`src/rtl/fp_align_pkg.sv`:
```
// Shared definitions for the floating-point alignment shifter: operand widths
// and a behavioural reference for the shift-and-sticky operation.
package fp_align_pkg;

   localparam int GRS_BITS = 2;

   function automatic int ext_width(input int width);
      return width + GRS_BITS;
   endfunction

   // Reference alignment on a zero-extended operand of up to 64 bits.
   // Returns {sticky, shifted[63:0]}.
   function automatic logic [64:0] align_ref(input logic [63:0] ext,
                                             input int unsigned shift);
      logic [63:0] mask;
      logic        sticky;
      if (shift >= 64) begin
         return {|ext, 64'd0};
      end
      mask   = (64'd1 << shift) - 64'd1;
      sticky = |(ext & mask);
      return {sticky, ext >> shift};
   endfunction

endpackage

```
`src/rtl/fp_align_stage.sv`:
```
// One registered slice of the alignment shifter: right-shifts its operand,
// folds the dropped bits into sticky, and carries a sideband alongside.
module fp_align_stage
   import fp_align_pkg::*;
#(
   parameter int DATA_W  = 10,
   parameter int SHAMT_W = 5,
   parameter int SIDE_W  = 9
) (
   input  logic               clk,
   input  logic               rst_n,
   input  logic               load,
   input  logic               in_valid,
   input  logic [DATA_W-1:0]  in_data,
   input  logic               in_sticky,
   input  logic [SHAMT_W-1:0] in_shamt,
   input  logic [SIDE_W-1:0]  in_side,
   output logic               out_valid,
   output logic [DATA_W-1:0]  out_data,
   output logic               out_sticky,
   output logic [SIDE_W-1:0]  out_side
);

   logic [DATA_W-1:0] shifted;
   logic              dropped;
   int                shamt_i;

   // A shift amount at or beyond DATA_W drops every bit; >> zero-fills.
   always_comb begin
      shifted = in_data >> in_shamt;
      dropped = 1'b0;
      shamt_i = int'(in_shamt);
      for (int i = 0; i < DATA_W; i++) begin
         if (i < shamt_i) begin
            dropped = dropped | in_data[i];
         end
      end
   end

   always_ff @(posedge clk or negedge rst_n) begin
      if (!rst_n) begin
         out_valid <= 1'b0;
      end else if (load) begin
         out_valid <= in_valid;
      end
   end

   // Payload only moves with a real beat; the valid bit qualifies it.
   always_ff @(posedge clk or negedge rst_n) begin
      if (!rst_n) begin
         out_data   <= '0;
         out_sticky <= 1'b0;
         out_side   <= '0;
      end else if (load && in_valid) begin
         out_data   <= shifted;
         out_sticky <= in_sticky | dropped;
         out_side   <= in_side;
      end
   end

endmodule

```
`src/rtl/fp_align_shifter.sv`:
```
// Two-stage elastic alignment shifter: coarse shift by a multiple of four,
// then fine shift by the residual 0..3, producing guard/round and sticky.
module fp_align_shifter
   import fp_align_pkg::*;
#(
   parameter int WIDTH       = 8,
   parameter int SHIFT_WIDTH = 5,
   parameter int TAG_WIDTH   = 9
) (
   input  logic                   clk,
   input  logic                   rst_n,
   input  logic                   in_valid,
   output logic                   in_ready,
   input  logic [WIDTH-1:0]       in_value,
   input  logic [SHIFT_WIDTH-1:0] in_shift,
   input  logic [TAG_WIDTH-1:0]   in_tag,
   output logic                   out_valid,
   input  logic                   out_ready,
   output logic [WIDTH+1:0]       out_aligned,
   output logic                   out_sticky,
   output logic [TAG_WIDTH-1:0]   out_tag
);

   localparam int EXT_W  = ext_width(WIDTH);
   localparam int SIDE_1 = GRS_BITS + TAG_WIDTH;

   typedef struct packed {
      logic [EXT_W-1:0]    data;
      logic                sticky;
      logic [GRS_BITS-1:0] residual_shift;
      logic [TAG_WIDTH-1:0] tag;
   } payload_t;

   payload_t                 s1_q;
   payload_t                 s2_q;
   logic                     s1_valid;
   logic                     s2_valid;
   logic                     s1_load;
   logic                     s2_load;
   logic [EXT_W-1:0]         ext;
   logic [SHIFT_WIDTH-1:0]   coarse_shamt;
   logic [SIDE_1-1:0]        s1_side_in;
   logic [SIDE_1-1:0]        s1_side_q;

   // Ready depends only on downstream state and out_ready, never on in_valid.
   assign s2_load  = !s2_valid || out_ready;
   assign s1_load  = !s1_valid || s2_load;
   assign in_ready = s1_load;

   assign ext          = {in_value, {GRS_BITS{1'b0}}};
   assign coarse_shamt = {in_shift[SHIFT_WIDTH-1:GRS_BITS], {GRS_BITS{1'b0}}};
   assign s1_side_in   = {in_shift[GRS_BITS-1:0], in_tag};

   fp_align_stage #(
      .DATA_W  (EXT_W),
      .SHAMT_W (SHIFT_WIDTH),
      .SIDE_W  (SIDE_1)
   ) u_coarse (
      .clk        (clk),
      .rst_n      (rst_n),
      .load       (s1_load),
      .in_valid   (in_valid),
      .in_data    (ext),
      .in_sticky  (1'b0),
      .in_shamt   (coarse_shamt),
      .in_side    (s1_side_in),
      .out_valid  (s1_valid),
      .out_data   (s1_q.data),
      .out_sticky (s1_q.sticky),
      .out_side   (s1_side_q)
   );

   assign s1_q.residual_shift = s1_side_q[SIDE_1-1:TAG_WIDTH];
   assign s1_q.tag            = s1_side_q[TAG_WIDTH-1:0];

   fp_align_stage #(
      .DATA_W  (EXT_W),
      .SHAMT_W (GRS_BITS),
      .SIDE_W  (TAG_WIDTH)
   ) u_fine (
      .clk        (clk),
      .rst_n      (rst_n),
      .load       (s2_load),
      .in_valid   (s1_valid),
      .in_data    (s1_q.data),
      .in_sticky  (s1_q.sticky),
      .in_shamt   (s1_q.residual_shift),
      .in_side    (s1_q.tag),
      .out_valid  (s2_valid),
      .out_data   (s2_q.data),
      .out_sticky (s2_q.sticky),
      .out_side   (s2_q.tag)
   );

   assign s2_q.residual_shift = '0;

   assign out_valid   = s2_valid;
   assign out_aligned = s2_q.data;
   assign out_sticky  = s2_q.sticky;
   assign out_tag     = s2_q.tag;

endmodule

```
`config.mk`:
```
export PLATFORM = sky130hd
export DESIGN_NAME = fp_align_shifter
export DESIGN_NICKNAME = d
export VERILOG_FILES = /design/src/rtl/fp_align_pkg.sv /design/src/rtl/fp_align_stage.sv /design/src/rtl/fp_align_shifter.sv
export SDC_FILE = /design/constraint.sdc
export NUM_CORES = 1
export LEC_CHECK = 0
export ABC_AREA = 0
export CORE_ASPECT_RATIO = 0.8
export CORE_MARGIN = 2
export CORE_UTILIZATION = 49
export DETAILED_ROUTE_END_ITERATION = 7
export PLACE_DENSITY = 0.86
export SLEW_MARGIN = 20
export SYNTH_ARGS = -nofsm -noshare
export SYNTH_HDL_FRONTEND = slang
export SYNTH_SLANG_ARGS = --single-unit
```
`constraint.sdc`:
```
create_clock -name clk -period 1.7 [get_ports clk]
set_input_delay 0.34 -clock clk [delete_from_list [all_inputs] [get_ports clk]]
set_output_delay 0.34 -clock clk [all_outputs]
set_load 0.01 [all_outputs]
```
# After elaboration in Yosys (flattened, before gate mapping)
# Cells that the tools add are included.
# op_classes
order_cmp	11
shift	2
mux	11
bitwise	10
n_reduce_logical	6
# ops
op	count
< comparator 3 x 5 -> 1 bit, first input constant	4
2-to-1 mux 1 bit	11
< comparator 2 x 5 -> 1 bit, first input constant	2
< comparator 4 x 5 -> 1 bit, first input constant	2
OR 1 bit	10
right shift 10 x 2 -> 10 bit	1
right shift 10 x 5 -> 10 bit	1
< comparator 1 x 2 -> 1 bit, first input constant	2
logical AND 1 bit	2
logical NOT 1 bit	2
logical OR 1 bit	2
< comparator 2 bit, first input constant	1
# totals
reg_bits	44
input_bits	26
out_inout_bits	22
word_cells	48

# Longest topological paths before layout
# depth
word_depth	16
depth_mapped	5
depth_no_buf	3

# Modules after synthesis
# Synthesis repeated with hierarchy kept, for this count alone.
# hier_totals
hier_cells	186
area_unflattened_um2	2225.9
# by_module_without_submodules
mod	n_inst	cells_each	area_each_um2	seq_area_each_um2
fp_align_stage (u_coarse)	1	107	1263.7	575.6
fp_align_stage (u_fine)	1	76	944.7	525.5
fp_align_shifter	1	3	17.5	0.0

# Worst setup path after synthesis
# OpenSTA, ideal clock, no wires.
# synth_path
path_type	register to register
startpoint	register u_fine.out_valid
endpoint	register u_fine.out_data[0]
setup_ns	0.125
arrival_time_ns	1.205
required_ns	1.575
slack_ns	0.370
stages_incl_launch_ff	5
path_buffers	1
period_less_slack_ns	1.330
cell_sequence	dfrtp_1 > nand2b_1 > nand2_4 > buf_6 > mux2_2
# synth_via
elab_chain_cells	3
# synth_lines
item	line	rtl
start, declared	fp_align_stage.sv:18	output logic out_valid,
start signal, assigned	fp_align_stage.sv:44	out_valid <= in_valid;
logical NOT 1 bit	fp_align_shifter.sv:46	assign s2_load = !s2_valid || out_ready;
logical OR 1 bit	fp_align_shifter.sv:46	
logical AND 1 bit	fp_align_stage.sv:54	end else if (load && in_valid) begin
end signal, assigned	fp_align_stage.sv:55	out_data <= shifted;
end, declared	fp_align_stage.sv:19	output logic [DATA_W-1:0] out_data,
# Every way passes these cells.
# A chain may end at the register's enable or synchronous reset.

# Worst setup path after layout
# layout_path
startpoint	register u_fine.out_valid
endpoint	output out_valid
# layout_rtl
item	line	rtl
end, declared	fp_align_shifter.sv:17	output logic out_valid,
# No word-level cell between the ends.

==> run_results.csv <==
group,metric,value,unit
routing,vias,1408,
setup_path,critPathSlowestCell,"clkdlybuf4s50_1",
global_routing,grt_overflow,0,
pwr,peakVddDrop,0.000618,V
timing,holdWs,-0.00443,ns
hold_path,hp-class,"input pin to asynchronous set/reset pin",
setup_path,worstSetupPathType,"flop to output port",
global_routing,grt_pass1_wl,7710,microns
clocking,numCtsBuffers,5,
routing,drcViolationCount,0,
die,die_x,76.8,microns
placed_design,hpwl,3360,microns
logic_synthesis,synth_warnings,0,
logic_synthesis,synth.distinct_cells,29,
clocking,ctsHoldBuffers,0,
layout,diodes,0,
global_routing,grt_max_degree,45,
timing,min_period_over_period,96.0,%
pwr,p_leak,1.23,nW
setup_path,end_kind,"output port",
routing,ant_nets,0,
setup_path,crit_path_start_kind,"flop",
clocking,cts_sinks,44,
die,rows,21,
routing,wl,4620,microns
global_routing,grt_pass1_vias,1603,
global_routing,gr-usage-all-layers,21.0,%
placed_design,port_buffers,47,
setup_path,path_cells,"clkdlybuf4s50_1",
layout,layout.nets,225,
global_routing,antenna_found_initial,0,
timing,relSlewSlack,68.7,%
layout,design_area,0.00272,sq mm
clocking,path_clk_slew,0.08,ns
setup_path,worstPathMaxFanout,3,
pwr,p_per_area,979,mW/mm^2
timing,min_period,1.63,ns
logic_synthesis,syn_area_per_cell,14.3,sq um
timing,worst_pin_slew,0.465,ns
layout,mostFrequentLayoutCells,"clkdlybuf4s50_1 (45), dfrtp_1 (44), mux2_2 (36)",
clocking,clock_path_buffers,2,
die,ios,48,
clocking,root_buffer,"clkbuf_8",
routing,viasPerCell,5.48,
timing,setup_viol,0,
setup_path,crit_arrival,1.29,ns
placed_design,gp_congestion,0.816,
setup_path,cp_top_family,"buffers and inverters",
setup_path,critPathBufInv,1,
timing,fmax,0.613,GHz
clocking,cts_tree,"yes",
timing,final_hold_viol_count,4,
setup_path,regToRegStartpoint,"u_coarse.out_side[10]",
timing,clock_skew,0.00605,ns
die,dieArea,0.00478,sq mm
die,core-area,0.00413,sq mm
routing,dr.pass1.iters,4,
layout,fill_cells,317,
outcome,violations,"hold timing",
logic_synthesis,syn-num-nets,171,
placed_design,dpl_cell_area,0.00263,sq mm
run,cap_violations,0,
layout,final_common_cell,"clkdlybuf4s50_1",
setup_path,max_stage_delay,0.57,ns
logic_synthesis,syn_inst,145,
layout,synthToLayoutAreaGrowth,30.8,%
routing,drtIter0Drc,89,
setup_path,startpoint,"u_fine.out_valid",
die,start_util,50.3,%
die,die_h,62.2,microns
pwr,power,2.66,mW
logic_synthesis,syn-cell-area,0.00208,sq mm
routing,wire_per_inst,18.0,microns
clocking,clkLatencyLatePin,0.30,ns
timing,rsz0062_at_grt,"no",
setup_path,cp.required,1.36,ns
clocking,htree_levels,2,
logic_synthesis,synth_seq_cells,44,
logic_synthesis,seq_area_frac_synth,53.0,%
layout,drive_above_1_share,29.0,%
timing,drv_slew,0,
outcome,outcome,"complete, but fails checks",
Yosys cell counts, drive strengths merged:
master    n  area share, %
a211oi    1           0.36
a21o      4            1.4
a21oi     3           0.72
a31oi     1           0.30
and3      1           0.30
and4      3            1.3
buf       7            2.9
dfrtp    44             53
inv       1           0.18
mux2     36             20
mux2i    11            5.3
mux4      5            5.8
nand2     3            1.0
nand2b    3           0.90
nand3b    6            2.8
nor2      6            1.1
nor3      2           0.48
nor4      1           0.30
o211ai    1           0.36
o21a      2           0.72
o21ai     1           0.24
o22ai     1           0.30
o2bb2ai   1           0.42
or2       1           0.30
power by group:
part,switching [mW],internal [mW],total [mW]
combinational,0.257,0.436,0.693
clock,0.358,0.286,0.644
sequential,0.121,1.20,1.32
cell families after synthesis:
| kind of cell | synth area share (%) |
|---|---|
| AO/OA/AOI/OAI | 4.88 |
| AND/OR/NAND/NOR | 8.43 |
| buffers and inverters | 3.07 |
| multiplexers | 30.6 |
| flip-flops | 53.0 |
registers in the layout, indices dropped and copies added (netlist names):
signal               flops
u_coarse.out_valid       1
u_coarse.out_data       10
u_fine.out_valid         1
u_fine.out_sticky        1
u_fine.out_side          9
u_coarse.out_sticky      1
u_coarse.out_side       11
u_fine.out_data         10
what timing repair did:
item                       4_1_cts  5_1_grt
setup endpoints to repair        1        0
setup buffers                    0        0
gates resized for setup          1        0
per-stage QoR:
step / utilization (%) / TNS (ns) / std cells / worst slack (ns)
global route: 65.9 / 0 / 257 / 0.0199
detailed placement: 63.8 / -3.28 / 249 / -0.145
global placement: 63.8 / -1.37 / 249 / -0.105
finish: 65.9 / 0 / 257 / 0.0675
floorplan: - / 0 / 145 / 0.370
CTS: 65.9 / 0 / 257 / 0.0668
area by class of cell:
class,instances,area (sq um),area share [%]
Sequential cell,44,1100,40.5
Clock inverter,3,18.8,0.691
Multi-Input combinational cell,93,912,33.6
Inverter,1,3.75,0.138
Tap cell,57,71.3,2.62
Clock buffer,5,68.8,2.53
Timing Repair Buffer,54,542,19.9
layer usage:
layer / vias to the layer above / track usage [%] / wire, microns
met5: - / 0 / 0
met3: 18 / 3.78 / 182
met1: 706 / 23.9 / 1780
met4: 0 / 9.55 / 167
li1: 641 / - / -
met2: 43 / 38.3 / 2490
path summary, 6_finish.rpt:
kind | endpoint | slack, ns | depth (start not counted)
min in group clk | u_fine.out_side[0] | 0.51 | 1
worst max register to register | u_fine.out_data[6] | 0.14 | 4
max in group asynchronous | u_fine.out_side[7] | 1.48 | 2
worst max-delay path | out_valid | 0.07 | 1
worst min-delay path | u_fine.out_data[7] | -0.004 | 2
worst min register to register | u_fine.out_side[0] | 0.51 | 1
No activity file was read; power rests on OpenSTA's default activity.
